$ cat src/rtl/serial_port_ctrl.sv
// serial_port_ctrl: CPU-side TX/RX FIFO sequencer for one serial_port, with DATA/STATUS registers and level irq.
// Optional loopback (CTRL bit 2, STATUS bit 6) is built only when SERIAL_PORT_CTRL_LOOPBACK_EN is defined.
module serial_port_ctrl #(
  parameter int TX_DEPTH_LOG2 = 4,
  parameter int RX_DEPTH_LOG2 = 4
) (
  input  logic       clk,
  input  logic       rst,
  input  logic       bus_en,
  input  logic       bus_we,
  input  logic       bus_addr,
  input  logic [7:0] bus_wdata,
  output logic [7:0] bus_rdata,
  output logic       irq,
  output logic [7:0] sp_data_in,
  output logic       sp_write_enable,
  input  logic       sp_write_busy,
  input  logic [7:0] sp_data_out,
  input  logic       sp_int_req,
  output logic       sp_int_ack
);
  localparam logic [1:0] TX_IDLE = 2'd0, TX_SEND = 2'd1, TX_GUARD = 2'd2, TX_DRAIN = 2'd3;
  localparam logic [0:0] RX_IDLE = 1'b0, RX_WAIT = 1'b1;
  logic [7:0] tx_mem [1 << TX_DEPTH_LOG2];
  logic [7:0] rx_mem [1 << RX_DEPTH_LOG2];
  logic [TX_DEPTH_LOG2:0] tx_wp, tx_rp;
  logic [RX_DEPTH_LOG2:0] rx_wp, rx_rp;
  logic [1:0] tx_state;
  logic [0:0] rx_state;
  logic rx_ie, tx_ie, tx_drop, lb_en;
  logic tx_empty, tx_full, rx_empty, rx_full, tx_idle;
  logic data_wr, data_rd, ctrl_wr, stat_rd;
  logic tx_push, tx_pop, port_cap, rx_push, rx_pop;
  logic [7:0] tx_head, rx_head, rx_wdata, status;
  assign tx_empty = tx_wp == tx_rp;
  assign tx_full  = (tx_wp[TX_DEPTH_LOG2] != tx_rp[TX_DEPTH_LOG2]) &&
                    (tx_wp[TX_DEPTH_LOG2-1:0] == tx_rp[TX_DEPTH_LOG2-1:0]);
  assign rx_empty = rx_wp == rx_rp;
  assign rx_full  = (rx_wp[RX_DEPTH_LOG2] != rx_rp[RX_DEPTH_LOG2]) &&
                    (rx_wp[RX_DEPTH_LOG2-1:0] == rx_rp[RX_DEPTH_LOG2-1:0]);
  assign tx_idle  = tx_empty && tx_state == TX_IDLE;
  assign tx_head  = tx_mem[tx_rp[TX_DEPTH_LOG2-1:0]];
  assign rx_head  = rx_mem[rx_rp[RX_DEPTH_LOG2-1:0]];
  assign data_wr  = bus_en && bus_we && !bus_addr;
  assign data_rd  = bus_en && !bus_we && !bus_addr;
  assign ctrl_wr  = bus_en && bus_we && bus_addr;
  assign stat_rd  = bus_en && !bus_we && bus_addr;
  // Full/empty are judged on cycle-start pointers, so a same-cycle pop never rescues a push.
  assign tx_push  = data_wr && !tx_full;
  assign tx_pop   = tx_state == TX_IDLE && !tx_empty && (lb_en ? !rx_full : !sp_write_busy);
  assign port_cap = rx_state == RX_IDLE && sp_int_req && !rx_full && !lb_en;
  assign rx_push  = (tx_pop && lb_en) || port_cap;
  assign rx_pop   = data_rd && !rx_empty;
  assign rx_wdata = lb_en ? tx_head : sp_data_out;
  assign status   = {1'b0, lb_en, tx_drop, tx_ie, rx_ie, tx_idle, !tx_full, !rx_empty};
  assign sp_write_enable = tx_state == TX_SEND;
`ifdef SERIAL_PORT_CTRL_LOOPBACK_EN
  always_ff @(posedge clk or posedge rst)
    if (rst) lb_en <= 1'b0;
    else if (ctrl_wr) lb_en <= bus_wdata[2];
`else
  assign lb_en = 1'b0;
`endif
  always_ff @(posedge clk) begin
    if (tx_push) tx_mem[tx_wp[TX_DEPTH_LOG2-1:0]] <= bus_wdata;
    if (rx_push) rx_mem[rx_wp[RX_DEPTH_LOG2-1:0]] <= rx_wdata;
  end
  always_ff @(posedge clk or posedge rst) begin
    if (rst) begin
      tx_wp      <= '0;
      tx_rp      <= '0;
      rx_wp      <= '0;
      rx_rp      <= '0;
      tx_state   <= TX_IDLE;
      rx_state   <= RX_IDLE;
      sp_data_in <= 8'h00;
      sp_int_ack <= 1'b0;
      bus_rdata  <= 8'h00;
      irq        <= 1'b0;
      rx_ie      <= 1'b0;
      tx_ie      <= 1'b0;
      tx_drop    <= 1'b0;
    end else begin
      tx_wp <= tx_wp + (TX_DEPTH_LOG2+1)'(tx_push);
      tx_rp <= tx_rp + (TX_DEPTH_LOG2+1)'(tx_pop);
      rx_wp <= rx_wp + (RX_DEPTH_LOG2+1)'(rx_push);
      rx_rp <= rx_rp + (RX_DEPTH_LOG2+1)'(rx_pop);
      tx_state <= tx_state == TX_IDLE  ? ((tx_pop && !lb_en) ? TX_SEND : TX_IDLE) :
                  tx_state == TX_SEND  ? TX_GUARD :
                  tx_state == TX_GUARD ? TX_DRAIN :
                  (sp_write_busy ? TX_DRAIN : TX_IDLE);
      if (tx_pop && !lb_en) sp_data_in <= tx_head;
      rx_state   <= rx_state == RX_IDLE ? (port_cap ? RX_WAIT : RX_IDLE) : (sp_int_req ? RX_WAIT : RX_IDLE);
      sp_int_ack <= port_cap;
      if (data_rd) bus_rdata <= rx_empty ? 8'h00 : rx_head;
      else if (stat_rd) bus_rdata <= status;
      tx_drop <= (data_wr && tx_full) || (tx_drop && !stat_rd);
      if (ctrl_wr) begin
        rx_ie <= bus_wdata[0];
        tx_ie <= bus_wdata[1];
      end
      irq <= (rx_ie && !rx_empty) || (tx_ie && tx_idle);
    end
  end
endmodule
$ cat config.mk
export PLATFORM = sky130hd
export DESIGN_NAME = serial_port_ctrl
export DESIGN_NICKNAME = d
export VERILOG_FILES = /design/src/rtl/serial_port_ctrl.sv
export SDC_FILE = /design/constraint.sdc
export NUM_CORES = 1
export LEC_CHECK = 0
export ABC_AREA = 1
export ABC_CLOCK_PERIOD_IN_PS = 2290
export BUFFER_PORTS_ARGS = -buffer_cell sky130_fd_sc_hd__clkbuf_2
export CAP_MARGIN = 20
export CORE_MARGIN = 2
export CORE_UTILIZATION = 25
export DETAILED_ROUTE_END_ITERATION = 7
export PLACE_DENSITY = 0.51
export SLEW_MARGIN = 20
export SYNTH_ARGS = -nofsm -noshare
export SYNTH_HDL_FRONTEND = slang
export SYNTH_SLANG_ARGS = --single-unit
$ cat constraint.sdc
create_clock -name clk -period 2.29 [get_ports clk]
set_input_delay 0.229 -clock clk [delete_from_list [all_inputs] [get_ports clk]]
set_output_delay 0.229 -clock clk [all_outputs]
set_load 0.01 [all_outputs]
# [Yosys cells after proc, flatten, opt, wreduce, memory -nomap -nowiden]
# Memory sizes are Yosys's and may differ from the RTL's. A register that Yosys moved wholly into a read port is not among the register bits.
# Index checks and enable logic that the tools add are counted.
[totals] ff_bits=36 mem_bits_rw=256 input_bits=23 output_inout_bits=19 wordCells=72 n_memories=2
[op_classes] addsub=4 n_eq_ne=8 n_mux=14 n_bitwise=1 n_reduce_logical=31
[mem_list] memory="rx_mem" words=16 width=8 read_ports=1 rd_clocked_by_memory_dff=0 write_ports=1 line="25" source="logic [7:0] rx_mem [1 << RX_DEPTH_LOG2];"
[mem_list] memory="tx_mem" words=16 width=8 read_ports=1 rd_clocked_by_memory_dff=1 write_ports=1 line="24" source="logic [7:0] tx_mem [1 << TX_DEPTH_LOG2];"
[ops] operator="8-bit 2-to-1 mux" n=3
[ops] operator="5-bit by 1-bit adder with 5-bit output" n=4
[ops] operator="1-bit logical AND" n=19
[ops] operator="5-bit equality test" n=2
[ops] operator="4-bit equality test" n=2
[ops] operator="1-bit logical NOT" n=8
[ops] operator="2-bit 2-to-1 mux" n=4
[ops] operator="1-bit 2-to-1 mux" n=7
[ops] operator="2-bit by 1-bit equality test with 1-bit output, second input constant" n=1
[ops] operator="2-bit equality test, second input constant" n=1
[ops] operator="2-bit logical NOT" n=1
[ops] operator="1-bit logical OR" n=2
[ops] operator="1-bit inequality test" n=2
[ops] operator="2-bit nonzero test" n=1
[ops] operator="1-bit NOT" n=1

# [Longest topological paths before layout]
# Gate-level depths: netlist (run 1).
[logic_depth] ltp_word=6 mapped_depth=13 ltp_nobuf=11

# [Worst setup path after synthesis (run 1)]
# No wires, ideal clock.
[synth_path] path_type="reg-to-reg" from="register rx_rp[1]" to="memory rx_mem[15][0], enable pin" setup_ns=0.383 arrival_time_ns=1.738 required_ns=1.907 setup_slack_ns=0.168 stages_incl_launch_ff=10 synth_period_minus_slack_ns=2.122 path_cell_list="dfrtp_1 > buf_2 > inv_2 > nand2_1 > nand2_1 > a21oi_1 > nand3b_1 > nand3_2 > buf_4 > nor3_1"
[synth_via] elab_chain_cells=6
[synth_rtl] item="from (decl)" line="27" source="logic [RX_DEPTH_LOG2:0] rx_wp, rx_rp;"
[synth_rtl] item="from (signal assigned)" line="87" source="rx_rp <= rx_rp + (RX_DEPTH_LOG2+1)'(rx_pop);"
[synth_rtl] item="4-bit equality test" line="40" source="(rx_wp[RX_DEPTH_LOG2-1:0] == rx_rp[RX_DEPTH_LOG2-1:0]);"
[synth_rtl] item="1-bit logical AND" line="39" source="assign rx_full = (rx_wp[RX_DEPTH_LOG2] != rx_rp[RX_DEPTH_LOG2]) &&"
[synth_rtl] item="1-bit logical NOT" line="51" source="assign port_cap = rx_state == RX_IDLE && sp_int_req && !rx_full && !lb_en;"
[synth_rtl] item="1-bit logical AND" line="51"
[synth_rtl] item="1-bit 2-to-1 mux" line="66" source="if (rx_push) rx_mem[rx_wp[RX_DEPTH_LOG2-1:0]] <= rx_wdata;"
[synth_rtl] item="1-bit 2-to-1 mux (implied by the code)" line="66"
[synth_rtl] item="to (decl)" line="25"
# Every way passes these cells.

# [Worst setup path in the final report (run 1)]
[layout_path] from="register tx_wp[2]" to="register tx_rp[4]"
[layout_via] elab_chain_cells=5
[layout_rtl] item="from (decl)" line="26" source="logic [TX_DEPTH_LOG2:0] tx_wp, tx_rp;"
[layout_rtl] item="from (signal assigned)" line="84" source="tx_wp <= tx_wp + (TX_DEPTH_LOG2+1)'(tx_push);"
[layout_rtl] item="5-bit equality test" line="35" source="assign tx_empty = tx_wp == tx_rp;"
[layout_rtl] item="1-bit logical NOT" line="50" source="assign tx_pop = tx_state == TX_IDLE && !tx_empty && (lb_en ? !rx_full : !sp_write_busy);"
[layout_rtl] item="1-bit logical AND (2 in series)" line="50"
[layout_rtl] item="via tx_pop" line="33" source="logic tx_push, tx_pop, port_cap, rx_push, rx_pop;"
[layout_rtl] item="5-bit by 1-bit adder with 5-bit output" line="85" source="tx_rp <= tx_rp + (TX_DEPTH_LOG2+1)'(tx_pop);"
[layout_rtl] item="to (signal assigned)" line="85"
[layout_rtl] item="to (decl)" line="26"
# The timed path passes the listed nets, and every way through them passes these cells.
# A chain may end at the register's enable or synchronous reset.

==> reports/metrics.cfg, run 1 <==
[pwr]
power_per_cell_area_nw_per_um2=1190
p_int_mw=11.2
clkPwrFrac=0.287
vdd_drop_max_v=0.000644
combinationalPowerShare=0.318
p_leak_nw=5.53
p_sw_mw=6.35
p_seq_frac=0.395
p_sw_frac=0.363

[clocking]
numCtsBuffers=34
ctsResizeCount=0
clock_latency_ns=0.51
htreeDepth=2
cts_buffer_depth=3
path_clk_slew_ns=0.06
clock-sinks=300
cts_tree=built
clockRootBuffer=clkbuf_16

[sta]
fin_skew_ns=0.0126
finalSetupViolCount=0
slew_headroom=0.630
layout_min_cycle_time_ns=1.99
tns_ns=0
hold_viol=0
worst_slew_pin_slew_ns=0.554
fmax_ghz=0.503
rsz0062_at_grt=false
slew_viol_final=0
final.period_utilization=0.867

[layout]
seq_area_um2=8790
final_common_cell=edfxtp_1
drive_above_1_share=0.140
final_net_count=1206
mostFrequentLayoutCells=edfxtp_1, nand2_1, nor2_1, inv_1, nand3_1
final_core_util=0.299
area_growth_pct=17.9
multi_input_area_um2=3080
num_antenna_cells=0
nFillCells=5099

[yosys]
async_reset_ff_frac=0.147
synth_top_flop_cell=edfxtp_1
avgSynthCellArea_um2=11.4
yosys_warnings=0
ys_types=28
yosysSeqAreaShare=0.706
syn_area_um2=12400
syn_inst=1091
ys_ff_latch=300
syn-num-nets=1122
synth-edff-count=256

[outcome]
status=finished clean

[detailed_routing]
wl_per_cell_um=16.7
vias_per_cell=4.32
drt_iter0_markers=677
num_vias=8057
wl_um=31100
firstDrtPassIters=5
final_antenna_net_count=0
drc=0

[global_routing]
antenna_found_initial=0
grt_pass1_vias=8086
grtUsageTotal=0.122
grt_max_degree=65
grt_overflow=0
grt_pass1_wl_um=47400

[place]
hpwl_um=20100
portBuffers=41
gp_congestion=0.780

[floorplanning]
ios=42
rows=81
core_area_um2=49100
die_y_um=227
dieWidth_um=227
start_util=0.254
die_area_um2=51600

[setup_path]
r2r-start=tx_wp[2]
worstPathMaxFanout=10
cpMostUsedCell=nand2_1
crit_chain=clkinv_1 > nand2_1 > nand2_1 > nor2_2 > nand3_2 > nand3_4 > inv_2 > ha_1 > ha_1 > nand2_1 > xnor2_1
cp_num_buf_inv=2
rrSetupSlack_ns=0.30
cpPeakStageDelay_ns=0.46
start_kind=flip-flop
r2r-end=tx_rp[4]
cp.arrival_ns=2.42
crit_slowest_cell=dfrtp_1
worstSetupPathType=flip-flop to flip-flop
r2r_cells=11
endpoint_kind=flip-flop
critical_path.top_delay_family=simple AND/OR/NAND/NOR gates
cp_data_required_time_ns=2.72

[job]
cap_violations=0

[min_path]
min_path_cells=3
hold_start=sp_write_busy
holdPathEnd=tx_state[0]
hold_path.class=input pin to flip-flop

## sequential cells by signal, indices dropped and copies added (netlist names)
| name | cells |
|---|---|
| bus_rdata | 8 |
| irq | 1 |
| rx_ie | 1 |
| rx_mem | 128 |
| rx_rp | 5 |
| rx_state | 1 |
| rx_wp | 5 |
| sp_data_in | 8 |
| sp_int_ack | 1 |
| tx_drop | 1 |
| tx_ie | 1 |
| tx_mem | 128 |
| tx_rp | 5 |
| tx_state | 2 |
| tx_wp | 5 |
## power by group through the flow
stage	combinational [mW]	sequential [mW]	clock, mW
2_1_floorplan	3.84	6.92	0
3_3_place_gp	5.62	7.00	0
3_5_place_dp	5.61	7.02	0
4_1_cts	5.64	6.91	5.15
5_1_grt	6.28	6.98	5.37
6_report	5.57	6.92	5.02
## timing repair
action | CTS | global route
hold buffers | 2 | 0
setup buffers | 0 | 0
hold endpoints to repair | 22 | 0
## per-stage QoR
step	cells	total power [mW]	instance area, µm²	setup WS (ns)	hold WS (ns)
after floorplan	1091	10.8	12400	0.168	0.328
after global placement	1801	12.6	13600	0.365	0.272
after detailed placement	1801	12.6	13600	0.326	0.269
after CTS	1864	17.7	14700	0.303	0.0129
after global routing	1864	18.6	14700	0.0936	0.0411
final	1864	17.5	14700	0.304	0.0347
## cell families (layout without fill, tap and decap cells)
logic type | after synthesis | in the layout | synth area share
simple gates | 475 | 475 | 0.157
flops | 300 | 300 | 0.706
compound gates | 158 | 158 | 0.0698
buf+inv | 132 | 241 | 0.0467
xor+xnor | 17 | 17 | 0.0120
fa+ha+maj | 8 | 8 | 0.00804
mux | 1 | 1 | 0.000905
## area by class of cell
cell class	instances	share of cell area
sequential	300	0.599
multi-input combinational	659	0.210
clock buffer	44	0.0649
tap	664	0.0566
timing repair buffer	94	0.0423
inverter	86	0.0220
clock inverter	17	0.00554
## Yosys cell counts, drive strengths merged, types with 6 or more instances
master,instances,area share
a21oi,19,0.0076
xnor2,6,0.0042
nor3,16,0.0064
o22ai,18,0.0090
o21ai,99,0.040
o211ai,22,0.013
nand3,65,0.030
inv,84,0.025
edfxtp,256,0.62
buf,38,0.018
dfrtp,44,0.088
xor2,11,0.0077
clkbuf,8,0.0024
nand2,217,0.065
nor2,174,0.053
ha,8,0.0080
## worst register-to-register path, delay by kind of cell (launching register included)
kind,cells,cell delay [ns]
XOR/XNOR,1,0.12
flip-flops,1,0.46
AND/OR/NAND/NOR,6,0.63
buffers and inverters,2,0.28
adder cells (fa/ha/maj),2,0.43
## worst max-delay path by stage
stage / cells past startpoint / startpoint / end / slack [ns]
2_1_floorplan: 9 / rx_rp[1] / rx_mem[15][0] / 0.17
3_3_place_gp: 11 / tx_wp[2] / tx_rp[4] / 0.37
3_5_place_dp: 11 / tx_wp[2] / tx_rp[4] / 0.33
4_1_cts: 11 / tx_wp[2] / tx_rp[4] / 0.30
5_1_grt: 11 / tx_wp[2] / tx_rp[4] / 0.09
6_report: 11 / tx_wp[2] / tx_rp[4] / 0.30
## per-layer routing
layer | track usage | up-vias | share of wire
li1 | - | 3915 | -
met1 | 0.161 | 3934 | 0.45
met2 | 0.208 | 170 | 0.49
met3 | 0.0190 | 38 | 0.044
met4 | 0.0310 | 0 | 0.017
met5 | 0 | - | 0
Note: power is estimated with default switching activity, not from simulation.
==> inputs of run 2 (changes only) <==
--- a/config.mk
+++ b/config.mk
@@ -6,13 +6,13 @@
 export NUM_CORES = 1
 export LEC_CHECK = 0
 export ABC_AREA = 1
-export ABC_CLOCK_PERIOD_IN_PS = 2290
+export ABC_CLOCK_PERIOD_IN_PS = 1920
 export BUFFER_PORTS_ARGS = -buffer_cell sky130_fd_sc_hd__clkbuf_2
 export CAP_MARGIN = 20
 export CORE_MARGIN = 2
 export CORE_UTILIZATION = 25
 export DETAILED_ROUTE_END_ITERATION = 7
-export PLACE_DENSITY = 0.51
+export PLACE_DENSITY = 0.5
 export SLEW_MARGIN = 20
 export SYNTH_ARGS = -nofsm -noshare
 export SYNTH_HDL_FRONTEND = slang
==> constraint.sdc (replaced) <==
create_clock -name clk -period 1.92 [get_ports clk]
set_input_delay 0.192 -clock clk [delete_from_list [all_inputs] [get_ports clk]]
set_output_delay 0.192 -clock clk [all_outputs]
set_load 0.01 [all_outputs]
==> run 2 against run 1 <==
Against the previous run:
- core utilization rose by 0.91 points
- wire length is 3.2% higher
- clock power increased by 29%
- global-route usage rose by 0.55 points
- largest power group unchanged
- fmax up 7.6%
- hold slack got worse by 0.010 ns
- highest routed layer unchanged
- critical path type unchanged
- clock skew is 0.011 ns higher
- clock-buffer cell count rose by 4
==> reports/metrics.cfg, run 2 (same netlist as run 1, synthesis figures left out) <==
[outcome]
status=finished clean

[pwr]
p_leak_nw=5.71
power_per_cell_area_nw_per_um2=1450
power.total_mw=22.0
p_int_mw=13.9
clkPwrFrac=0.295
combinationalPowerShare=0.331
vdd_drop_max_v=0.000715
p_sw_frac=0.367
p_seq_frac=0.374
p_sw_mw=8.05

[floorplanning]
die_y_um=227
ios=42
start_util=0.254
rows=81
dieWidth_um=227
core_area_um2=49100
die_area_um2=51600

[place]
portBuffers=41
gp_congestion=0.778
pre_cts_ws_ns=0.0519
hpwl_um=20600

[setup_path]
crit_end=tx_mem[2][7]
worstPathMaxFanout=8
crit_chain=inv_2 > nand2_1 > nand2_2 > nor2_4 > nand3b_1 > nand2_2 > inv_4 > nand3_2 > nor2_1 > buf_4
critical_path.top_delay_family=simple AND/OR/NAND/NOR gates
cpPeakStageDelay_ns=0.45
r2r-end=tx_mem[2][7]
cpMostUsedCell=nand2_2
start_kind=flip-flop
endpoint_kind=flip-flop
cp_num_buf_inv=3
worstSetupPathType=flip-flop to flip-flop
rrSetupSlack_ns=0.07
cp_data_required_time_ns=2.16
cp.arrival_ns=2.09
crit_cells=10
r2r-start=tx_rp[0]
crit_slowest_cell=dfrtp_2
crit_start=tx_rp[0]
r2r_cells=10

[detailed_routing]
firstDrtPassIters=4
drt_iter0_markers=545
drc=0
num_vias=8152
wl_per_cell_um=17.0
final_antenna_net_count=0
wl_um=32100
vias_per_cell=4.32

[sta]
slew_viol_final=0
final.period_utilization=0.961
fin_skew_ns=0.0233
fmax_ghz=0.542
tns_ns=0
finalSetupViolCount=0
slew_headroom=0.624
setup_ws_ns=0.0747
layout_min_cycle_time_ns=1.85
hold_viol=0
worst_slew_pin_slew_ns=0.562

[clocking]
cts_tree=built
path_clk_slew_ns=0.06
cts_buffer_depth=3
htreeDepth=2
clockRootBuffer=clkbuf_16
clock_latency_ns=0.54
numCtsBuffers=36
clock-sinks=300

[layout]
final_net_count=1228
mostFrequentLayoutCells=edfxtp_1, nand2_1, nor2_1, inv_1, buf_4
area_growth_pct=21.5
nFillCells=5095
drive_above_1_share=0.175
num_antenna_cells=0
final_common_cell=edfxtp_1

[min_path]
hold_path.class=input pin to flip-flop

[global_routing]
grt_max_degree=65
antenna_found_initial=0
grtUsageTotal=0.127
grt_pass1_vias=8102
grt_pass1_wl_um=49500
grt_overflow=0

[job]
cap_violations=0

[run 2: how the worst min path moves through the flow]
| stage | from | end | slack, ns | depth (start not counted) |
|---|---|---|---|---|
| global placement | rst | tx_state[1] | 0.09 | 2 |
| floorplan | sp_data_out[0] | rx_mem[0][0] | 0.29 | 0 |
| detailed placement | rst | tx_state[0] | 0.1 | 2 |
| CTS | bus_en | tx_drop | 0.006 | 3 |
| global route | bus_en | tx_drop | 0.03 | 3 |
| finish | bus_en | tx_drop | 0.02 | 3 |
[run 2: cell type report]
| class | instances | area [µm²] | share of cell area |
|---|---|---|---|
| sequential | 300 | 8790 | 0.581 |
| multi-input combinational | 659 | 3200 | 0.212 |
| tap | 664 | 831 | 0.0549 |
| timing repair buffer | 114 | 841 | 0.0556 |
| inverter | 86 | 325 | 0.0215 |
| clock buffer | 48 | 997 | 0.0659 |
| clock inverter | 18 | 131 | 0.00869 |
[run 2: metrics by stage]
stage / hold slack, ns / utilization / instance area [µm²] / std cells
floorplan: 0.291 / - / 12400 / 1091
global placement: 0.0928 / 0.281 / 13800 / 1817
detailed placement: 0.0956 / 0.281 / 13800 / 1817
CTS: 0.00638 / 0.305 / 14900 / 1886
global route: 0.0288 / 0.308 / 15100 / 1889
finish: 0.0243 / 0.308 / 15100 / 1889
[run 2: what timing repair did]
item	CTS	global route
gates resized for setup	0	37
endpoints found under the setup margin	0	238
hold buffers	3	0
buffers inserted	0	3
endpoints found under the hold margin	48	0
[run 2: power by group through the flow]
stage	Combinational (mW)	Sequential (mW)	Clock (mW)
after floorplan	4.58	8.25	0
after global routing	8.17	8.28	6.93
after detailed placement	7.01	8.32	0
final	7.26	8.21	6.49
after global placement	7.03	8.31	0
after CTS	7.05	8.20	6.66
[run 2: tightest hold or removal path, stage by stage]
cell and delay (ns):
clkbuf_2 0.14, nand3_1 0.12, o21ai_1 0.07
[run 2: metal layers]
layer,track usage,wire (µm)
met1,0.176,15300
met2,0.207,15000
met3,0.0214,1300
met4,0.0350,541
met5,0,0
